`config.mk`:
```
export PLATFORM = sky130hd
export DESIGN_NAME = fifo_rd_axis_adapter
export DESIGN_NICKNAME = d
export VERILOG_FILES = /design/src/rtl/fifo_rd_axis_adapter_pkg.sv /design/src/rtl/fifo_rd_axis_adapter.sv
export SDC_FILE = /design/constraint.sdc
export NUM_CORES = 1
export LEC_CHECK = 0
export ABC_CLOCK_PERIOD_IN_PS = 10900
export BUFFER_PORTS_ARGS = -buffer_cell sky130_fd_sc_hd__buf_2
export CAP_MARGIN = 40
export CELL_PAD_IN_SITES_DETAIL_PLACEMENT = 0
export CELL_PAD_IN_SITES_GLOBAL_PLACEMENT = 2
export CORE_MARGIN = 4
export CORE_UTILIZATION = 25
export DETAILED_ROUTE_END_ITERATION = 10
export PLACE_DENSITY = 0.67
export SYNTH_ARGS = -nofsm -noshare
export SYNTH_HDL_FRONTEND = slang
export SYNTH_SLANG_ARGS = --single-unit
```
`constraint.sdc`:
```
create_clock -name clk -period 10.9 [get_ports clk]
set_clock_uncertainty 0.05 [all_clocks]
set_input_delay 0.545 -clock clk [delete_from_list [all_inputs] [get_ports clk]]
set_output_delay 0.545 -clock clk [all_outputs]
set_load 0.03 [all_outputs]
```
`src/rtl/fifo_rd_axis_adapter_pkg.sv`:
```
// Shared constants and helpers for the FIFO read-side AXI-Stream adapter.
// Optional tlast split is controlled by FIFO_RD_ADAPTER_TLAST_EN.
package fifo_rd_axis_adapter_pkg;

    localparam int CNT_W = 2;

    // Held + in-flight entries after this cycle's pop.
    function automatic logic [CNT_W:0] credit_next(
        input logic [CNT_W-1:0] occ,
        input logic             infl,
        input logic             pop
    );
        return {1'b0, occ}
             + {{CNT_W{1'b0}}, infl}
             - {{CNT_W{1'b0}}, pop};
    endfunction

endpackage

```
`src/rtl/fifo_rd_axis_adapter.sv`:
```
// FIFO read port to AXI-Stream master with a 2-entry prefetch buffer.
// Define FIFO_RD_ADAPTER_TLAST_EN to split the data MSB off as m_axis_tlast.
module fifo_rd_axis_adapter
    import fifo_rd_axis_adapter_pkg::*;
#(
    parameter int DWIDTH = 64
) (
    input  logic              clk,
    input  logic              rst,
    output logic              rd_en,
    input  logic [DWIDTH-1:0] rd_data,
    input  logic              rd_empty,
`ifdef FIFO_RD_ADAPTER_TLAST_EN
    output logic [DWIDTH-2:0] m_axis_tdata,
    output logic              m_axis_tlast,
`else
    output logic [DWIDTH-1:0] m_axis_tdata,
`endif
    output logic              m_axis_tvalid,
    input  logic              m_axis_tready,
    output logic [1:0]        buf_cnt
);

    localparam int DEPTH = 2;

    logic [DWIDTH-1:0] buf_q [DEPTH];
    logic [DWIDTH-1:0] buf_d [DEPTH];
    logic              head_q, head_d;
    logic              tail_q, tail_d;
    logic              infl_q, infl_d;
    logic [CNT_W-1:0]  occ_q,  occ_d;
    logic              pop;
    logic [CNT_W:0]    credit;
    logic [DWIDTH-1:0] head_word;

    always_comb begin
        pop    = (occ_q != '0) & m_axis_tready;
        credit = credit_next(occ_q, infl_q, pop);
        // Credit check keeps held + in-flight reads within the buffer depth.
        rd_en  = ~rst & ~rd_empty & (credit < (CNT_W+1)'(DEPTH));
        occ_d  = credit[CNT_W-1:0];
        infl_d = rd_en;
        head_d = head_q ^ pop;
        tail_d = tail_q ^ infl_q;
        buf_d  = buf_q;
        if (infl_q) begin
            buf_d[tail_q] = rd_data;
        end
    end

    always_ff @(posedge clk or posedge rst) begin
        if (rst) begin
            for (int i = 0; i < DEPTH; i++) begin
                buf_q[i] <= '0;
            end
            head_q <= 1'b0;
            tail_q <= 1'b0;
            infl_q <= 1'b0;
            occ_q  <= '0;
        end else begin
            buf_q  <= buf_d;
            head_q <= head_d;
            tail_q <= tail_d;
            infl_q <= infl_d;
            occ_q  <= occ_d;
        end
    end

    always_comb begin
        head_word     = buf_q[head_q];
        m_axis_tvalid = (occ_q != '0);
        buf_cnt       = occ_q;
`ifdef FIFO_RD_ADAPTER_TLAST_EN
        m_axis_tdata  = head_word[DWIDTH-2:0];
        m_axis_tlast  = head_word[DWIDTH-1];
`else
        m_axis_tdata  = head_word;
`endif
    end

    a_credit_max: assert property (@(posedge clk) disable iff (rst)
        ({1'b0, occ_q} + {{CNT_W{1'b0}}, infl_q}) <= (CNT_W+1)'(DEPTH));

    a_occ_range: assert property (@(posedge clk) disable iff (rst)
        occ_q <= CNT_W'(DEPTH));

    a_no_rd_on_empty: assert property (@(posedge clk) disable iff (rst)
        rd_en |-> !rd_empty);

endmodule

```
# Yosys cells after proc, flatten, opt, wreduce, memory -nomap -nowiden
# Cells that the tools add are included.
[op_classes] add_sub_neg=2 order_cmp=4 n_mux=6 bitwise_logic=9 n_reduce_logical=2
[ops] cell="$mux 64" count=4
[ops] cell="$bwmux 128" count=1
[ops] cell="$demux 64 s1" count=1
[ops] cell="$ge 2x2->1 const B" count=2
[ops] cell="$not 1->2" count=2
[ops] cell="$add 2x1->3" count=1
[ops] cell="$and 1x1->1" count=3
[ops] cell="$lt 3x2->1 const B" count=1
[ops] cell="$sub 3x1->3" count=1
[ops] cell="$lt 2x1->1 const B" count=1
[ops] cell="$not 1->1" count=2
[ops] cell="$reduce_bool 2->1" count=1
[ops] cell="$xor 1x1->1" count=2
[ops] cell="$logic_and 1x1->1" count=1
[word_totals] reg_bits=133 output_inout_bits=68 wordCells=29

# Logic depth before layout (Yosys ltp)
# Gate-level depths: netlist of the first run.
[depth] word_depth=6 mapped_depth=7 ltp_nobuf=7

# Least setup slack after synthesis of the first run
# No wires, ideal clock.
[synth_path] kind="reg2out" start="register occ_q[1] (netlist: buf_cnt[1])" end="output port rd_en" t_arrival_ns=2.693 required_ns=10.305 setup_slack_ns=7.612 stages_incl_launch_ff=7 n_path_buf=0 path_cell_list="dfrtp_1 > o21a_1 > ha_1 > inv_1 > ha_1 > fa_1 > nor4_1"
[synth_via] elab_chain_cells=5
[synth_rtl] element="start: declaration" line="fifo_rd_axis_adapter.sv:31" text="logic [CNT_W-1:0] occ_q, occ_d;"
[synth_rtl] element="start signal: assignment" line="fifo_rd_axis_adapter.sv:59" text="occ_q <= '0;"
[synth_rtl] element="start signal: assignment" line="fifo_rd_axis_adapter.sv:65" text="occ_q <= occ_d;"
[synth_rtl] element="branches (longest 2 deep; another with $add 2x1->3)"
[synth_rtl] element="$sub 3x1->3 (*)" line="fifo_rd_axis_adapter_pkg.sv:15" text="- {{CNT_W{1'b0}}, pop};"
[synth_rtl] element="named net credit[1]" line="fifo_rd_axis_adapter.sv:33" text="logic [CNT_W:0] credit;"
[synth_rtl] element="$lt 3x2->1 (*)" line="fifo_rd_axis_adapter.sv:40" text="rd_en = ~rst & ~rd_empty & (credit < (CNT_W+1)'(DEPTH));"
[synth_rtl] element="$and 1x1->1 (*)" line="fifo_rd_axis_adapter.sv:40"
[synth_rtl] element="end: declaration" line="fifo_rd_axis_adapter.sv:10" text="output logic rd_en,"
# Mark *: on every way through the listed nets, which the timed path passes.

# Final worst setup path of the first run
# Same ends and word-level chain as after synthesis.

==> parameters.txt, run 1 <==
Parameter                              Value

Drt
  Detail-routed via count per cell ... 4.20
  Number of vias in the routed layout ... around 3500
  Antenna Violating Nets Remaining ... 0
  Routed len/inst ... between 15 and 20 um
  Residual DRC count ... 0
  First DRT Iteration DRCs ... 89
  Pre-Repair DR Iteration Count ... 4
  Aggregate routed wire length ... 13000 um

Synthesis
  Portion of synthesized cell area occupied by the leading cell type ... 54.8%
  Avg Inst Size Synth ... between 15 and 20 um2
  Adder and majority cell fraction of the synthesized area ... 1.15%
  Synthesized instance count ... 363
  Multiplexer share of the synthesized area ... 38.7%
  Area leader, netlist ... dfrtp_1
  Mapped Area ... about 6100 um2
  Net Count, Synth ... 436
  Most frequent cell after synthesis ... mux2_2
  Flip-flop and latch count after synthesis ... 133
  Largest family of logic cells by synthesized area ... multiplexers
  Number of warning messages in the yosys log ... 0
  Top post-synthesis cells by area ... dfrtp_1 55%, mux2_2 26%, mux2_4 12%
  Distinct cells, synth ... 14
  List of most frequent post-synthesis cells ... 142 x mux2_2, 133 x dfrtp_1, 50 x mux2_4
  Share of the yosys chip area belonging to registers ... ~55%
  Fraction of synthesized cell area in xor and xnor cells ... 0.288%
  Simple-gate share of the synthesized area ... 0.206%
  Number of synthesized flops with an enable pin ... 0
  Synth Flop Type ... dfrtp_1
  Post-synthesis async set-or-reset flop share ... 100%
  Share of the synthesized area in compound gates (AO/OA/AOI/OAI) ... 0.124%

Finish
  Diode insertion count for antenna repair ... 0
  Nets ... 574
  Synth-to-Final Area Change ... 24.1%
  Non-filler instance count after layout ... 831
  Post-route standard cell area excluding fillers ... roughly 7500 um2
  Layout cells sized above 1 ... a little over 70%

Setup path
  Crit. End Element ... output port
  Kind of cell adding the most delay to the critical path ... adder cells
  Worst path max stage delay ... 0.46 ns
  Most Frequent Cell on Critical Path ... ha_1
  Critical Path Source Type ... register
  Largest fanout on the critical path ... 5
  Worst Path Required ... 10.31 ns
  Worst reg-to-reg setup slack ... 8.77 ns
  R2R depth ... 6
  Ordered cell list for the critical path ... o21a_1 -> ha_1 -> inv_1 -> ha_1 -> fa_1 -> nor4_1 -> buf_2
  Endpoint of the lowest-slack register-to-register path ... infl_q$_DFF_PP0_
  RR Startpoint ... buf_cnt[1]$_DFF_PP0_
  Endpoint arrival time on the critical path ... 2.63 ns
  WS Path Type ... reg2out
  Critical Path Slowest Stage Cell ... fa_1
  Number of buffer and inverter stages on the critical path ... 2

STA
  Setup TNS after final layout ... 0 ns
  Measured slew at the worst slew-check pin ... around 0.66 ns
  Endpoints failing hold ... 0
  Setup repair after global routing missed its margin ... false
  Final setup violating endpoints ... 0
  Fraction of the cycle the final worst path needs ... 29.6%
  Fmax achieved ... 310 MHz
  Worst slew slack as a fraction of its limit ... 56.0%
  Minimum clock period ... 3.23 ns
  Final number of max-transition violations ... 0

Pwr
  Power density relative to cell area ... 353 nW/um2
  Worst supply voltage drop on vdd ... 0.000134 V
  Leakage power figure ... 3.56 nW

Placed design
  DP Cell Count ... 800
  Area after DPL ... 6990 um2
  Final HPWL DP ... 8690 um
  Port bufs ... 135
  Placer congestion estimate ... between 0.7 and 0.8

CTS
  Post-cts sizing count ... 0
  Number of clock buffers inserted by TritonCTS ... 17
  Clock-pin slew on the worst setup and hold paths ... 0.06 ns
  Count of H-tree levels built during CTS ... 4
  Clock Root Buffer ... clkbuf_16
  CTS tree ... yes
  Post-CTS repair timing setup buffer count ... 0
  Max Buffers Root-to-Sink ... 2
  Skew-Pair Late Insertion Delay ... 0.40 ns
  Hold buffer count at CTS ... 0
  Clock Sinks ... 133

Global route
  Initial antenna violation count ... 0
  First-pass GRT wire length ... ~21000 um
  Via count of the first global-routing pass ... about 4100
  Remaining global-route overflow ... 0
  Largest net degree at the start of global routing ... 69
  Global-route usage over all layers ... roughly 10%

Floorplan
  Core outline area ... ~24000 um2
  Rows ... 56
  Die Area ... approximately 27000 um2
  Boundary Pins ... around 140
  Die span in x ... ~160 um
  Initial core utilization ... 25.6%
  Die height ... 164 um

Outcome
  Outcome ... completed

Hold path
  Path type of the worst min-delay path ... in2async

Run
  Max-cap violations ... 0
worst register-to-register path, stage by stage (launching register included):
cell and delay, ns:
dfrtp_1 0.43, o21a_1 0.24, ha_1 0.29, inv_1 0.04, ha_1 0.18, fa_1 0.47
nor4_1 0.31
state kept, by name, summed over array words and instances, names as in the netlist:
signal   cells
head_q       1
buf_q      128
buf_cnt      2
tail_q       1
infl_q       1
metrics by stage:
step | setup WS [ns] | hold slack, ns | power (W) | utilization, %
2_1_floorplan | 6.75 | 0.425 | 0.00191 | -
3_3_place_gp | 8.05 | 0.434 | 0.00214 | 29.3
3_5_place_dp | 7.95 | 0.441 | 0.00220 | 29.5
4_1_cts | 7.62 | 0.207 | 0.00271 | 31.7
5_1_grt | 7.51 | 0.240 | 0.00283 | 31.8
6_report | 7.67 | 0.172 | 0.00266 | 31.8
cells by family after synthesis:
group / after synthesis
DFF: 133
adders and majority gates: 5
and+or+nand+nor: 2
buffers and inverters: 28
muxes: 192
xor gates and xnor gates: 2
AOI/OAI and AO/OA: 1
metal layers:
metal	up-vias	track usage, %	wire length (um)
li1	1569	-	-
met1	1829	12.1	5580
met2	81	17.4	6510
met3	9	3.29	754
met4	0	3.35	138
met5	-	0	0
area by class of cell:
cell class                 count  area, um2
inverter                       7       31.3
multi-input combinational    202       2480
tap                          319        399
timing repair buffer         140        773
sequential                   133       3330
clock buffer                  20        457
fill                        2433      16100
clock inverter                10       60.1
worst max-delay path by stage:
stage | startpoint | end | slack [ns] | cells after the start
2_1_floorplan | rst | buf_cnt[0]$_DFF_PP0_ | 6.75 | 1
3_3_place_gp | m_axis_tready | rd_en | 8.05 | 8
3_5_place_dp | m_axis_tready | rd_en | 7.95 | 8
4_1_cts | buf_cnt[1]$_DFF_PP0_ | rd_en | 7.62 | 8
5_1_grt | buf_cnt[1]$_DFF_PP0_ | rd_en | 7.51 | 8
6_report | buf_cnt[1]$_DFF_PP0_ | rd_en | 7.67 | 7
where the power goes:
part	leakage, nW	internal, W	switching, W
clock	0.249	0.000297	0.000206
sequential	1.64	0.000736	0.000152
combinational	1.68	0.000615	0.000652
total	3.56	0.00165	0.00101
cells in the final DEF (no fill, tap or decap):
cell,netlist,final
clkinvlp_4,0,4
ha_4,0,2
ha_1,4,2
clkinv_2,0,6
inv_6,0,1
or2_2,1,1
fa_1,1,1
clkbuf_8,12,2
mux2_4,50,50
o21a_1,1,1
mux2_2,142,142
dfrtp_1,133,132
buf_16,0,3
buf_4,0,2
buf_2,1,135
clkbuf_16,0,17
dfrtp_4,0,1
xnor2_1,1,1
clkbuf_1,0,1
xor2_1,1,1
nor4_1,1,1
inv_1,7,6
(Power assumes the default switching activity.)
==> run 2, diff against run 1 <==
Settings changed: ABC_AREA set to 1, ABC_CLOCK_PERIOD_IN_PS 10900 to 3150, PLACE_DENSITY 0.67 to 0.77.
Clock period 10.9 ns to 3.15 ns, I/O delays scaled along.
==> parameters.txt, run 2 <==
Parameter                              Value

Global route
  Most heavily used metal layer in global routing ... met2
  Met1 demand-to-capacity share in global routing ... 15.2%
  Initial antenna violation count ... 0
  Remaining global-route overflow ... 0
  GR Layer Usage met2 ... about a fifth
  Via count of the first global-routing pass ... between 5000 and 6000
  Largest net degree at the start of global routing ... 69
  First-pass GRT wire length ... between 20000 and 30000 um
  Met3 layer usage reported by global route ... 2.63%
  Global-route usage over all layers ... 11.8%

STA
  Setup TNS after final layout ... 0 ns
  Final setup violating endpoints ... 0
  Final number of max-transition violations ... 0
  Measured slew at the worst slew-check pin ... 0.767 ns
  Fraction of the cycle the final worst path needs ... roughly nine tenths
  Worst slew slack as a fraction of its limit ... 48.9%
  Endpoints failing hold ... 0
  Minimum clock period ... around 2.8 ns
  Setup repair after global routing missed its margin ... false
  Smallest setup slack after layout ... 0.368 ns
  Fmax achieved ... between 300 and 400 MHz

Floorplan
  Die height ... 161 um
  Die Area ... 26000 um2
  Rows ... 55
  Boundary Pins ... 136
  Core outline area ... 22800 um2
  Die span in x ... ~160 um
  Initial core utilization ... roughly a quarter

Synthesis
  Share of the yosys chip area belonging to registers ... 56.7%
  List of most frequent post-synthesis cells ... 196 x nand2_1, 189 x o21ai_0, 138 x inv_1
  Distinct cells, synth ... 15
  Most frequent cell after synthesis ... nand2_1
  Portion of synthesized cell area occupied by the leading cell type ... 56.7%
  Area leader, netlist ... dfrtp_1
  Flip-flop and latch count after synthesis ... about 130
  Mapped Area ... 5870 um2
  Synthesized instance count ... about 710
  Net Count, Synth ... just under 800
  Avg Inst Size Synth ... approximately 8.3 um2
  Number of warning messages in the yosys log ... 0
  Number of synthesized flops with an enable pin ... 0
  Top post-synthesis cells by area ... dfrtp_1 57%, o21ai_0 16%, nand2_1 13%
  Synth Flop Type ... dfrtp_1
  Post-synthesis async set-or-reset flop share ... 100%

Finish
  Flip-flop count of the largest register, all copies and words added ... between 100 and 150
  Most flops, register ... buf_q
  Layout cells sized above 1 ... between 10% and 20%
  Top library cells by usage in the layout, fill and taps aside ... 196 x nand2_1, 189 x o21ai_0, 137 x inv_1
  Diode insertion count for antenna repair ... 0
  Most common library cell in the layout ignoring fill and taps ... nand2_1
  Nets ... approximately 970
  Area used by multi-input combinational logic ... ~1800 um2
  Fill cell total of the finished layout ... 2440
  Synth-to-Final Area Change ... 38.7%
  Total area of sequential cells ... ~3300 um2

Drt
  Antenna Violating Nets Remaining ... 0
  Pre-Repair DR Iteration Count ... 4
  First DRT Iteration DRCs ... around 260
  Number of vias in the routed layout ... 4972
  Detail-routed via count per cell ... 4.07
  Aggregate routed wire length ... 14500 um
  Residual DRC count ... 0
  Routed len/inst ... 11.9 um

Setup path
  Crit. End Element ... output port
  Kind of cell adding the most delay to the critical path ... adder cells
  Worst path max stage delay ... 0.48 ns
  Critical Path Slowest Stage Cell ... fa_1
  Critical path startpoint ... buf_cnt[1]$_DFF_PP0_
  Ordered cell list for the critical path ... o21ai_0 -> inv_1 -> ha_1 -> inv_1 -> ha_1 -> fa_1 -> nor2_1 -> nand2_1 -> nor2_1 -> buf_2
  Largest fanout on the critical path ... 4
  Worst Path Required ... 2.94 ns
  WS Path Type ... reg2out
  RR Startpoint ... buf_cnt[1]$_DFF_PP0_
  Endpoint arrival time on the critical path ... 2.57 ns
  Number of buffer and inverter stages on the critical path ... 3
  Critical Path Source Type ... register

CTS
  CTS tree ... yes
  Clock Sinks ... ~130
  Clock-pin slew on the worst setup and hold paths ... 0.06 ns
  Post-CTS repair timing setup buffer count ... 0
  Post-cts sizing count ... 0
  Max Buffers Root-to-Sink ... 2
  Skew-Pair Late Insertion Delay ... 0.41 ns
  Clock Root Buffer ... clkbuf_16
  Count of H-tree levels built during CTS ... 4
  Number of clock buffers inserted by TritonCTS ... 17
  Hold buffer count at CTS ... 67

Pwr
  Worst supply voltage drop on vdd ... 0.000557 V
  Logic pwr share ... 44.0%
  Leakage power figure ... 3.89 nW
  Relative contribution of sequential cells to total power ... about a third
  Relative contribution of the clock network to total power ... a little under a quarter
  Switching component of the power ... 0.00402 W
  Total internal power ... about 0.0052 W
  Switching share of power ... 43.6%
  Power density relative to cell area ... about 1100 nW/um2

Run
  Max-cap violations ... 0

Placed design
  Port bufs ... 135
  Setup Slack @ Placement ... about 0.8 ns
  Final HPWL DP ... 9470 um
  Placer congestion estimate ... between 0.6 and 0.7

Outcome
  Outcome ... completed

Hold path
  Path type of the worst min-delay path ... in2async
-- run 2: cell count changes in the layout (fill, tap and decap cells not counted), moves of 4 or more --
cell,before,now
inv_1,6,137
bufinv_16,0,5
nand2_1,0,196
mux2_4,50,0
clkinv_2,6,1
o21ai_0,0,189
dlygate4sd3_1,0,67
o21ai_1,0,4
mux2_2,142,0
-- run 2: worst min-delay path, delay by kind of cell --
family	cells	cell delay, ns
buffers and inverters	3	0.82
-- run 2: logic make-up after synthesis --
family	count (synthesis)	share of synthesized area, %
fa+ha+maj	5	1.19
xor+xnor	1	0.149
compound gates	193	16.5
simple gates	199	12.7
flops	133	56.7
buf+inv	180	12.8
-- run 2: layout make-up --
cell class,count,share of cell area [%]
well taps,313,4.81
clock inverters,12,2.52
flip-flops and latches,133,40.9
clock buffers,18,5.27
repair buffers,210,17.7
multi-input cells,398,22.3
inverters,138,6.41
-- run 2: per-layer routing --
metal  vias up  wire length (um)
met1      2315              6820
met2        98              6960
met3        12               546
met5         -                 0
met4         0               213
li1       2547                 -
-- run 2: per-stage QoR --
step / utilization, % / cells / hold slack (ns) / cell area (um2) / total power (W)
after floorplan: - / 711 / 0.224 / 5870 / 0.00589
after global placement: 29.9 / 1125 / 0.0451 / 6840 / 0.00705
after detailed placement: 29.9 / 1125 / 0.0503 / 6840 / 0.00711
after CTS: 35.6 / 1222 / 0.149 / 8140 / 0.00941
after global routing: 35.6 / 1222 / 0.175 / 8140 / 0.0100
final: 35.6 / 1222 / 0.163 / 8140 / 0.00921
-- run 2: worst paths after layout --
| kind | to | slack [ns] | cells past startpoint |
|---|---|---|---|
| setup / recovery | rd_en | 0.37 | 10 |
| hold reg to reg | buf_q[106]$_DFFE_PP0P_ | 0.46 | 2 |
| min in group clk | buf_q[23]$_DFFE_PP0P_ | 0.45 | 4 |
| hold / removal | buf_q[95]$_DFFE_PP0P_ | 0.16 | 3 |
| max in group asynchronous | buf_q[119]$_DFFE_PP0P_ | 1.88 | 4 |
| setup reg to reg | infl_q$_DFF_PP0_ | 1.07 | 9 |
-- run 2: power groups by stage --
stage | registers (W) | clock network [W] | logic (W)
6_report | 0.00300 | 0.00216 | 0.00405
5_1_grt | 0.00312 | 0.00232 | 0.00456
4_1_cts | 0.00302 | 0.00225 | 0.00414
3_5_place_dp | 0.00305 | 0 | 0.00406
3_3_place_gp | 0.00302 | 0 | 0.00404
2_1_floorplan | 0.00291 | 0 | 0.00299
==> run 3, diff against run 2 <==
Settings changed: CORE_UTILIZATION 25 to 31, PLACE_DENSITY 0.77 to 0.9.
==> parameters.txt, run 3 (same netlist as run 2, synthesis figures left out) <==
Parameter                              Value

Pwr
  Total internal power ... 0.00501 W
  Relative contribution of the clock network to total power ... 21.2%
  Worst supply voltage drop on vdd ... roughly 0.00055 V
  Power density relative to cell area ... 1120 nW/um2
  Leakage power figure ... 3.86 nW
  Logic pwr share ... 45.2%
  Switching share of power ... 43.9%
  Relative contribution of sequential cells to total power ... 33.6%
  Switching component of the power ... 0.00391 W
  Total Power ... 0.00892 W

Finish
  Most common library cell in the layout ignoring fill and taps ... nand2_1
  Layout cells sized above 1 ... 18.8%
  Most flops, register ... buf_q
  Nets ... 969
  Diode insertion count for antenna repair ... 0
  Fill cell total of the finished layout ... about 1900
  Synth-to-Final Area Change ... 35.6%
  Utilization after layout ... 42.7%
  Flip-flop count of the largest register, all copies and words added ... between 100 and 150
  Top library cells by usage in the layout, fill and taps aside ... 196 x nand2_1, 189 x o21ai_0, 137 x inv_1

Setup path
  Ordered cell list for the critical path ... o21ai_0 -> inv_1 -> ha_1 -> inv_1 -> ha_1 -> fa_1 -> nor2_1 -> nand2_1 -> nor2_1 -> buf_2
  Number of buffer and inverter stages on the critical path ... 3
  Crit. End Element ... output port
  RR Startpoint ... buf_cnt[1]$_DFF_PP0_
  Endpoint arrival time on the critical path ... ~2.6 ns
  CP Depth ... 10
  Endpoint of the lowest-slack register-to-register path ... infl_q$_DFF_PP0_
  R2R depth ... 9
  Worst Path Required ... 2.94 ns
  Worst reg-to-reg setup slack ... about 1.1 ns
  Largest fanout on the critical path ... 4
  Kind of cell adding the most delay to the critical path ... adder cells
  Critical Path Source Type ... register
  WS Path Type ... reg2out
  Critical Path Slowest Stage Cell ... fa_1
  Worst path max stage delay ... 0.47 ns

CTS
  Max Buffers Root-to-Sink ... 2
  Skew-Pair Late Insertion Delay ... 0.40 ns
  CTS tree ... yes
  Number of clock buffers inserted by TritonCTS ... 17
  Clock Sinks ... roughly 130
  Count of H-tree levels built during CTS ... 4
  Clock Root Buffer ... clkbuf_16
  Clock-pin slew on the worst setup and hold paths ... about 0.06 ns

STA
  Endpoints failing hold ... 0
  Smallest setup slack after layout ... 0.348 ns
  Setup repair after global routing missed its margin ... false
  Minimum clock period ... 2.80 ns
  Fmax achieved ... 357 MHz
  Final number of max-transition violations ... 0
  Setup TNS after final layout ... 0 ns
  Final setup violating endpoints ... 0
  Measured slew at the worst slew-check pin ... around 0.7 ns
  Worst slew slack as a fraction of its limit ... 54.2%
  Fraction of the cycle the final worst path needs ... 88.9%

Floorplan
  Die span in x ... 146 um
  Rows ... 50
  Core outline area ... 18600 um2
  Boundary Pins ... about 140
  Initial core utilization ... 31.5%
  Die Area ... 21200 um2
  Die height ... 146 um

Outcome
  Outcome ... completed

Placed design
  Placer congestion estimate ... 0.709
  Port bufs ... approximately 140
  Setup Slack @ Placement ... between 0.7 and 0.8 ns
  Final HPWL DP ... around 8700 um

Global route
  Via count of the first global-routing pass ... 4786
  Global-route usage over all layers ... 13.5%
  Largest net degree at the start of global routing ... 80
  Initial antenna violation count ... 0
  Remaining global-route overflow ... 0
  First-pass GRT wire length ... 23600 um

Drt
  Number of vias in the routed layout ... a little under 5000
  Aggregate routed wire length ... 13600 um
  Residual DRC count ... 0
  First DRT Iteration DRCs ... 184
  Detail-routed via count per cell ... 4.25
  Routed len/inst ... about 12 um
  Antenna Violating Nets Remaining ... 0
  Pre-Repair DR Iteration Count ... 4

Hold path
  Path type of the worst min-delay path ... in2reg
  Startpoint of the most critical hold path ... rd_data[8]
  Endpoint of the worst hold path ... buf_q[72]$_DFFE_PP0P_
  Hold Path Cell Cnt ... 4

Run
  Max-cap violations ... 0
==> run 3: per-layer routing <==
layer  wire, um  vias to the layer above  global-route usage (%)
li1           -                     2538                       -
met1       6450                     2205                    18.1
met2       6410                       94                    21.2
met3        583                       11                    3.86
met4        187                        0                    4.46
met5          0                        -                       0
==> run 3: stage by stage <==
| step | std cells | cell area (um2) | hold slack [ns] |
|---|---|---|---|
| 3_3_place_gp | 1044 | 6740 | 0.330 |
| 4_1_cts | 1140 | 7960 | 0.433 |
| 6_report | 1140 | 7960 | 0.457 |
| 2_1_floorplan | 711 | 5870 | 0.224 |
| 3_5_place_dp | 1044 | 6740 | 0.333 |
| 5_1_grt | 1140 | 7960 | 0.454 |
==> run 3: worst max path at each step <==
stage	from	endpoint	slack, ns
CTS	buf_cnt[1]$_DFF_PP0_	rd_en	0.32
global route	buf_cnt[1]$_DFF_PP0_	rd_en	0.14
floorplan	rst	infl_q$_DFF_PP0_	0.46
global placement	buf_cnt[1]$_DFF_PP0_	rd_en	0.83
finish	buf_cnt[1]$_DFF_PP0_	rd_en	0.35
detailed placement	buf_cnt[1]$_DFF_PP0_	rd_en	0.79
==> run 3: layout make-up <==
cell class	instances	area (um2)	share of cell area, %
Clock buffer	24	482	6.05
Clock inverter	5	75.1	0.943
Inverter	138	522	6.55
Multi-Input combinational cell	398	1820	22.8
Sequential cell	133	3330	41.8
Tap cell	234	293	3.68
Timing Repair Buffer	208	1440	18.1
==> run 3: worst register-to-register path, cell delays in order, from the launching register on <==
cell,delay [ns]
dfrtp_1,0.42
o21ai_0,0.24
inv_1,0.07
ha_1,0.27
inv_1,0.04
ha_1,0.18
fa_1,0.47
nor2_1,0.11
nand2_1,0.05
nor2_1,0.12
==> run 3: power by group through the flow <==
stage	Sequential, W	Combinational, W	Clock (W)
4_1_cts	0.00301	0.00411	0.00195
3_5_place_dp	0.00304	0.00404	0
2_1_floorplan	0.00291	0.00299	0
5_1_grt	0.00312	0.00452	0.00204
6_report	0.00300	0.00403	0.00189
3_3_place_gp	0.00300	0.00400	0
==> run 3: timing repair <==
| item | in CTS | in global routing |
|---|---|---|
| buffers inserted | 0 | 0 |
| hold endpoints to repair | 209 | 0 |
| hold buffers | 67 | 0 |
| gates resized for setup | 0 | 0 |
